===== src/rtl/i2c_pkg.sv =====
// -----------------------------------------------------------------------------
// i2c_pkg
// Shared definitions for the I2C master (and the companion slave):
//   - default board / bus frequencies and the derived bit timing
//   - quarter-bit phase landmarks (drive, sample, end of bit)
//   - master FSM state encoding
// -----------------------------------------------------------------------------
package i2c_pkg;

    localparam int DEF_BOARD_FREQ = 125000000;
    localparam int DEF_I2C_FREQ   = 312500;
    localparam int DEF_BIT_DUR    = DEF_BOARD_FREQ / DEF_I2C_FREQ;  // 400 clk per bit
    localparam int DEF_DELTA      = DEF_BIT_DUR / 4;                // 100 clk per phase

    // Landmarks inside one bit period (phase counter values)
    localparam int PH_DRIVE  = DEF_DELTA;         // SDA is updated here (SCL low)
    localparam int PH_SAMPLE = 2 * DEF_DELTA;     // SDA is sampled here (SCL rising)
    localparam int PH_END    = DEF_BIT_DUR - 1;   // last cycle of the bit

    typedef enum logic [3:0] {
        ST_IDLE        = 4'd0,
        ST_START       = 4'd1,
        ST_WRITE_ADDR  = 4'd2,
        ST_ADDR_ACK    = 4'd3,
        ST_WRITE_DATA  = 4'd4,
        ST_DATA_ACK    = 4'd5,
        ST_READ_DATA   = 4'd6,
        ST_MASTER_NACK = 4'd7,
        ST_STOP        = 4'd8
    } i2c_state_t;

endpackage


===== src/rtl/i2c_phase_gen.sv =====
// -----------------------------------------------------------------------------
// i2c_phase_gen
// Bit-period timer for the I2C master. While en=1 the counter runs
// 0..BIT_DUR-1 and wraps; while en=0 it is held at 0.
// Ports:
//   clk, rst      system clock, asynchronous active-low reset
//   en            run enable (master busy)
//   phase[1:0]    quarter of the current bit (count / DELTA)
//   drive_tick    count == DELTA     (SDA update point)
//   sample_tick   count == 2*DELTA   (SDA sample point)
//   bit_end       count == BIT_DUR-1 (last cycle of the bit)
// -----------------------------------------------------------------------------
module i2c_phase_gen
    import i2c_pkg::*;
#(
    parameter int BIT_DUR = DEF_BIT_DUR,
    parameter int DELTA   = DEF_DELTA
) (
    input  logic       clk,
    input  logic       rst,
    input  logic       en,
    output logic [1:0] phase,
    output logic       drive_tick,
    output logic       sample_tick,
    output logic       bit_end
);

    localparam int CW = $clog2(BIT_DUR);

    logic [CW-1:0] r_count;

    always_ff @(posedge clk or negedge rst) begin
        if (!rst) begin
            r_count <= '0;
        end else if (!en) begin
            r_count <= '0;
        end else if (r_count == CW'(BIT_DUR - 1)) begin
            r_count <= '0;
        end else begin
            r_count <= r_count + CW'(1);
        end
    end

    // Range compares instead of a divide by DELTA
    always_comb begin
        phase = 2'd0;
        if (r_count >= CW'(3 * DELTA)) begin
            phase = 2'd3;
        end else if (r_count >= CW'(2 * DELTA)) begin
            phase = 2'd2;
        end else if (r_count >= CW'(DELTA)) begin
            phase = 2'd1;
        end
    end

    assign drive_tick  = (r_count == CW'(DELTA));
    assign sample_tick = (r_count == CW'(2 * DELTA));
    assign bit_end     = (r_count == CW'(BIT_DUR - 1));

endmodule


===== src/rtl/i2c_master_core.sv =====
// -----------------------------------------------------------------------------
// i2c_master_core
// Single-byte I2C master: one command (7-bit address, direction, write byte)
// becomes START, address+R/W, ACK, one data byte, ACK/NACK and STOP.
// Ports:
//   clk, rst        system clock, asynchronous active-low reset
//   newd            command strobe (op/addr/din captured with it)
//   op              1 = read, 0 = write
//   addr[6:0]       slave address
//   din[7:0]        byte to write
//   sda_in          resolved SDA line
//   sclk            bus clock
//   master_sda_en   1 while the master drives SDA
//   msda_buffer     value driven on SDA when master_sda_en = 1
//   dout[7:0]       byte read from the slave
//   busy            transaction in progress
//   ack_err         some ACK slot was sampled as 1 (held until next command)
//   done            one-cycle pulse on the last cycle of STOP
//   dbg_state[3:0]  current FSM state
// Command handshake: newd acts as a valid that is only accepted while the
// master is idle (busy=0 and done=0); a strobe seen while busy or during the
// done cycle is dropped, never queued.
// -----------------------------------------------------------------------------
module i2c_master_core
    import i2c_pkg::*;
#(
    parameter int BOARD_FREQ = DEF_BOARD_FREQ,
    parameter int I2C_FREQ   = DEF_I2C_FREQ,
    parameter int BIT_DUR    = BOARD_FREQ / I2C_FREQ,
    parameter int DELTA      = BIT_DUR / 4
) (
    input  logic       clk,
    input  logic       rst,
    input  logic       newd,
    input  logic       op,
    input  logic [6:0] addr,
    input  logic [7:0] din,
    input  logic       sda_in,
    output logic       sclk,
    output logic       master_sda_en,
    output logic       msda_buffer,
    output logic [7:0] dout,
    output logic       busy,
    output logic       ack_err,
    output logic       done,
    output logic [3:0] dbg_state
);

    i2c_state_t r_state, w_next;
    logic [3:0] r_bit;
    logic       r_op;
    logic [6:0] r_addr;
    logic [7:0] r_din;
    logic [7:0] r_dout;
    logic       r_ack_err;
    logic       r_sda;

    logic       w_busy, w_sclk, w_en, w_done;
    logic [1:0] w_phase;
    logic       w_drive, w_sample, w_bit_end;
    logic       w_last_bit;
    logic [7:0] w_addr_byte;

    assign w_busy      = (r_state != ST_IDLE);
    assign w_last_bit  = (r_bit == 4'd7);
    assign w_addr_byte = {r_addr, r_op};

    i2c_phase_gen #(
        .BIT_DUR (BIT_DUR),
        .DELTA   (DELTA)
    ) u_phase_gen (
        .clk         (clk),
        .rst         (rst),
        .en          (w_busy),
        .phase       (w_phase),
        .drive_tick  (w_drive),
        .sample_tick (w_sample),
        .bit_end     (w_bit_end)
    );

    // State register
    always_ff @(posedge clk or negedge rst) begin
        if (!rst) begin
            r_state <= ST_IDLE;
        end else begin
            r_state <= w_next;
        end
    end

    // Next state and bus-level outputs
    always_comb begin
        w_next = r_state;
        w_sclk = 1'b1;
        w_en   = 1'b1;
        w_done = 1'b0;
        case (r_state)
            ST_IDLE: begin
                if (newd) w_next = ST_START;
            end
            ST_START: begin
                if (w_bit_end) w_next = ST_WRITE_ADDR;
            end
            ST_WRITE_ADDR: begin
                w_sclk = w_phase[1];
                if (w_bit_end && w_last_bit) w_next = ST_ADDR_ACK;
            end
            ST_ADDR_ACK: begin
                w_sclk = w_phase[1];
                w_en   = 1'b0;
                // r_ack_err already reflects this slot's sample by bit end
                if (w_bit_end) begin
                    if (r_ack_err)  w_next = ST_STOP;
                    else if (r_op)  w_next = ST_READ_DATA;
                    else            w_next = ST_WRITE_DATA;
                end
            end
            ST_WRITE_DATA: begin
                w_sclk = w_phase[1];
                if (w_bit_end && w_last_bit) w_next = ST_DATA_ACK;
            end
            ST_DATA_ACK: begin
                w_sclk = w_phase[1];
                w_en   = 1'b0;
                if (w_bit_end) w_next = ST_STOP;
            end
            ST_READ_DATA: begin
                w_sclk = w_phase[1];
                w_en   = 1'b0;
                if (w_bit_end && w_last_bit) w_next = ST_MASTER_NACK;
            end
            ST_MASTER_NACK: begin
                w_sclk = w_phase[1];
                if (w_bit_end) w_next = ST_STOP;
            end
            ST_STOP: begin
                w_sclk = (w_phase != 2'd0);
                if (w_bit_end) begin
                    w_next = ST_IDLE;
                    w_done = 1'b1;
                end
            end
            default: begin
                w_next = ST_IDLE;
            end
        endcase
    end

    // Command capture, bit counter, SDA drive and sampling
    always_ff @(posedge clk or negedge rst) begin
        if (!rst) begin
            r_bit     <= 4'd0;
            r_op      <= 1'b0;
            r_addr    <= 7'd0;
            r_din     <= 8'd0;
            r_dout    <= 8'd0;
            r_ack_err <= 1'b0;
            r_sda     <= 1'b1;
        end else begin
            if (r_state == ST_IDLE && newd) begin
                r_op      <= op;
                r_addr    <= addr;
                r_din     <= din;
                r_ack_err <= 1'b0;
                r_sda     <= 1'b1;
                r_bit     <= 4'd0;
            end

            // Single-bit states always exit at bit end, so r_bit stays 0 there
            if (w_bit_end) begin
                r_bit <= (w_next != r_state) ? 4'd0 : r_bit + 4'd1;
            end

            case (r_state)
                ST_START: begin
                    if (w_sample) r_sda <= 1'b0;            // START: SDA falls with SCL high
                end
                ST_WRITE_ADDR: begin
                    if (w_drive) r_sda <= w_addr_byte[~r_bit[2:0]];   // MSB first
                end
                ST_WRITE_DATA: begin
                    if (w_drive) r_sda <= r_din[~r_bit[2:0]];
                end
                ST_ADDR_ACK, ST_DATA_ACK: begin
                    if (w_sample && sda_in) r_ack_err <= 1'b1;
                end
                ST_READ_DATA: begin
                    if (w_sample) r_dout <= {r_dout[6:0], sda_in};
                end
                ST_MASTER_NACK: begin
                    if (w_drive) r_sda <= 1'b1;
                end
                ST_STOP: begin
                    if (w_sample) r_sda <= 1'b1;            // STOP: SDA rises with SCL high
                end
                default: begin
                end
            endcase

            // STOP begins with SDA low so the later rise is the STOP edge
            if (w_bit_end && w_next == ST_STOP) begin
                r_sda <= 1'b0;
            end
        end
    end

    assign sclk          = w_sclk;
    assign master_sda_en = w_en;
    assign msda_buffer   = r_sda;
    assign dout          = r_dout;
    assign busy          = w_busy;
    assign ack_err       = r_ack_err;
    assign done          = w_done;
    assign dbg_state     = r_state;

endmodule


===== config.mk =====
export PLATFORM = sky130hd
export DESIGN_NAME = i2c_master_core
export DESIGN_NICKNAME = d
export VERILOG_FILES = /design/src/rtl/i2c_pkg.sv /design/src/rtl/i2c_phase_gen.sv /design/src/rtl/i2c_master_core.sv
export SDC_FILE = /design/constraint.sdc
export NUM_CORES = 1
export LEC_CHECK = 0
export CORE_UTILIZATION = 53
export DETAILED_ROUTE_END_ITERATION = 7
export PLACE_DENSITY = 0.8
export SYNTH_ARGS = -nofsm -noshare
export SYNTH_HDL_FRONTEND = slang
export SYNTH_SLANG_ARGS = --single-unit

===== constraint.sdc =====
create_clock -name clk -period 3.1 [get_ports clk]
set_clock_uncertainty 0.2 [all_clocks]
set_input_delay 0.465 -clock clk [delete_from_list [all_inputs] [get_ports clk]]
set_output_delay 0.465 -clock clk [all_outputs]
set_load 0.05 [all_outputs]

==> summary.txt <==
Route
  – Post-route ant nets: 0
  – Vias per inst: roughly 5.5
  – Initial DRC Count: approximately 180
  – Vias: 1795
  – DRC: 0
  – DRT Wirelength: between 4 and 5 mm
  – Pre-antenna DRT Iters: 4
  – Avg WL per Cell: 13.75 um

Placement
  – Hpwl dp: ~3.3 mm
  – Placer's final routability congestion estimate: between 0.8 and 0.9
  – Port bufs: 37
  – DP Cell Count: ~320

Clocking
  – Inserted Clock Buffers: 5
  – Clock transition at path regs: approximately 0.080 ns
  – Clk root buf: clkbuf_8
  – Bufs on Longest Clock Path: 2
  – Clock latency on the worst-skew pair: 0.30 ns
  – Clock sink count: 43
  – Post-cts hold buffer count: 0
  – Post-CTS Setup Bufs: 0
  – H-tree Lvls: 2
  – CTS tree: built

Worst setup path
  – CP Max Fanout: 9
  – FF-to-FF Start: dbg_state[3]
  – Top delay family on crit path: buffers and inverters
  – Critical Path Source Type: flop
  – Worst path max stage delay: between 0.8 and 0.9 ns
  – WS Path Type: reg2out
  – Worst EP arrival: between 2 and 2.5 ns
  – Worst endpoint required time: roughly 2.4 ns
  – CP Cell Sequence: ha_1, and3_4, nand4_4, nor2_1, clkdlybuf4s50_1
  – CP max stage cell: clkdlybuf4s50_1
  – CP endpoint kind: output port
  – Critical path startpoint: u_phase_gen.r_count[1]
  – CP bufs+invs: 1

STA
  – Final setup viols: 0
  – Max Fclk: between 300 and 400 MHz
  – Final setup TNS: 0 ns
  – Unrepaired setup endpoints after global routing: false
  – Fin crit period: 2.935 ns
  – Final period util: between 90% and 100%
  – Pins Over Slew Limit: 0
  – Hold slack final: between 0.09 and 0.1 ns
  – Rel. slew slack: between 30% and 40%
  – Slew at the pin closest to its max-slew limit: 0.9205 ns
  – Endpoints failing hold: 0

Cells and area
  – Sequential Area: 1077 um^2
  – Area of the multi-input gates: roughly 1100 um^2
  – Layout area overhead: 22.10%
  – Post-layout nets: 301
  – Final std cells w/o fill: roughly 330
  – ANT cells: 0
  – Filler cells: about 330
  – Layout cells sized above 1: 12.19%

Min path
  – HP Class: in2async

Floorplan
  – Row count: 23
  – Core Region: a little over 4000 um^2
  – Die height: 67.12 um
  – Die area: between 4000 and 5000 um^2
  – Die W: ~67 um
  – Starting Density: between 50% and 60%
  – Ports: 38

Pwr
  – Power density over the cells: 344.1 nW/um^2
  – Max VDD drop: 0.1994 mV
  – Leakage power: ~1.2 nW

Synthesis
  – Yosys cell types: 53
  – Top-count cell post-synth: nand2_1
  – Area leader, netlist: dfrtp_1
  – Mapped Avg Cell Area: 9.286 um^2
  – Yosys reg bits: between 40 and 50
  – Synth Instances: approximately 240
  – Async SR Flop Fraction: between 90% and 100%
  – Synth top cells by count: nand2_1 (61), dfrtp_1 (42), nor2_1 (20)
  – Warnings, synthesis: 0
  – Net Count, Synth: between 200 and 300
  – Post-synth EDFFs: 0
  – Synth top area share: a little under half
  – Seq/Total Area, Yosys: a little under half
  – Ys flop type: dfrtp_1
  – Top cells by area, synth: dfrtp_1 (47%), nand2_1 (10%), mux2_2 (3.5%)
  – Synthesized area: about 2200 um^2

Global routing
  – Antenna violations before repair: 0
  – Number of global-route vias before repair: ~1.7k
  – GR Util All Layers: between 20% and 30%
  – Grt ovf: 0
  – First-pass GRT wire length: about 7.6 mm
  – Pin count of the biggest net entering global routing: 44

Outcome
  – Run status: completed

Flow run
  – Max Cap Viol: 0
## metal layers
metal | vias to the layer above | global-route usage [%] | wire [um]
met3 | 7 | 5.651 | 212
met5 | - | 0 | 0
met2 | 53 | 37.38 | 2233
met1 | 838 | 28.98 | 2009
li1 | 897 | - | -
met4 | 0 | 10.11 | 68
## layout make-up
class | count | area share, %
clock buffers | 6 | 2.645
clock inverters | 2 | 0.4560
inverters | 6 | 0.8208
multi-input cells | 180 | 39.76
flip-flops and latches | 43 | 39.26
well taps | 50 | 2.280
repair buffers | 42 | 14.77
## registers in the layout, summed over array words and instances (netlist names)
| register | count |
|---|---|
| r_bit | 4 |
| r_din | 8 |
| u_phase_gen.r_count | 9 |
| dout | 8 |
| dbg_state | 4 |
| r_addr | 7 |
| ack_err | 1 |
| msda_buffer | 1 |
| r_op | 1 |
## cells in the final DEF (no fill, tap or decap), types with 2 or more instances in the layout
master           instances
or3_1                    2
nor2b_1                  3
nand3_1                  4
nor4_1                   4
ha_1                     3
dfrtp_1                 42
nand2_1                 61
inv_1                    6
buf_4                    5
o21ai_0                  7
mux2i_1                  6
mux2_2                   7
a21oi_1                 10
nor2_1                  20
or2_2                    3
nand2b_1                 4
xnor2_1                  6
clkdlybuf4s50_1         35
nand3b_1                 2
clkbuf_8                 5
and3_2                   3
nor3b_1                  2
nor3_1                   6
## logic make-up after synthesis
group                    after synthesis  synth area share (%)
AND/OR/NAND/NOR                      129                 29.29
buffers and inverters                 19                 3.508
XOR/XNOR                               7                 2.728
AO/OA/AOI/OAI                         27                 7.684
flip-flops                            43                 47.94
adder cells (fa/ha/maj)                3                 1.671
multiplexers                          14                 7.183
## power breakdown
part	leakage [nW]	internal, mW	switching (mW)	total (mW)
sequential	0.562	0.560	0	0.560
combinational	0.618	0.0207	0.0141	0.0348
clock	0.0412	0.158	0.191	0.349
total	1.22	0.739	0.206	0.944
## final timing paths
check	slack, ns	endpoint	depth (start not counted)
min in group clk	0.28	r_addr[5]	2
min	0.1	u_phase_gen.r_count[4]	1
max reg2reg	0.78	msda_buffer	6
max	0.16	done	5
min reg2reg	0.28	r_addr[5]	2
max in group asynchronous	2.02	r_bit[2]	1
## stage by stage
stage               setup WS [ns]  power [mW]  instance area (um^2)  utilization (%)
floorplan                  0.5550      0.5729                  2247                -
global placement           0.4999      0.6069                  2656            65.93
detailed placement         0.3955      0.6073                  2656            65.93
CTS                       0.04858      0.9553                  2741            68.04
global route              0.05124      0.9833                  2744            68.11
finish                     0.1649      0.9442                  2744            68.11
## worst reg2reg max path, delay by kind of cell (launching register included)
family	cells	cell delay (ns)
simple gates	1	0.38
flops	1	0.48
compound gates	4	0.99
buf+inv	1	0.21
## timing repair
| item | 4_1_cts | 5_1_grt |
|---|---|---|
| resized for setup | 0 | 1 |
| endpoints found under the hold margin | 0 | 0 |
| setup endpoints to repair | 0 | 1 |
Note: power is estimated with default switching activity, not from simulation.
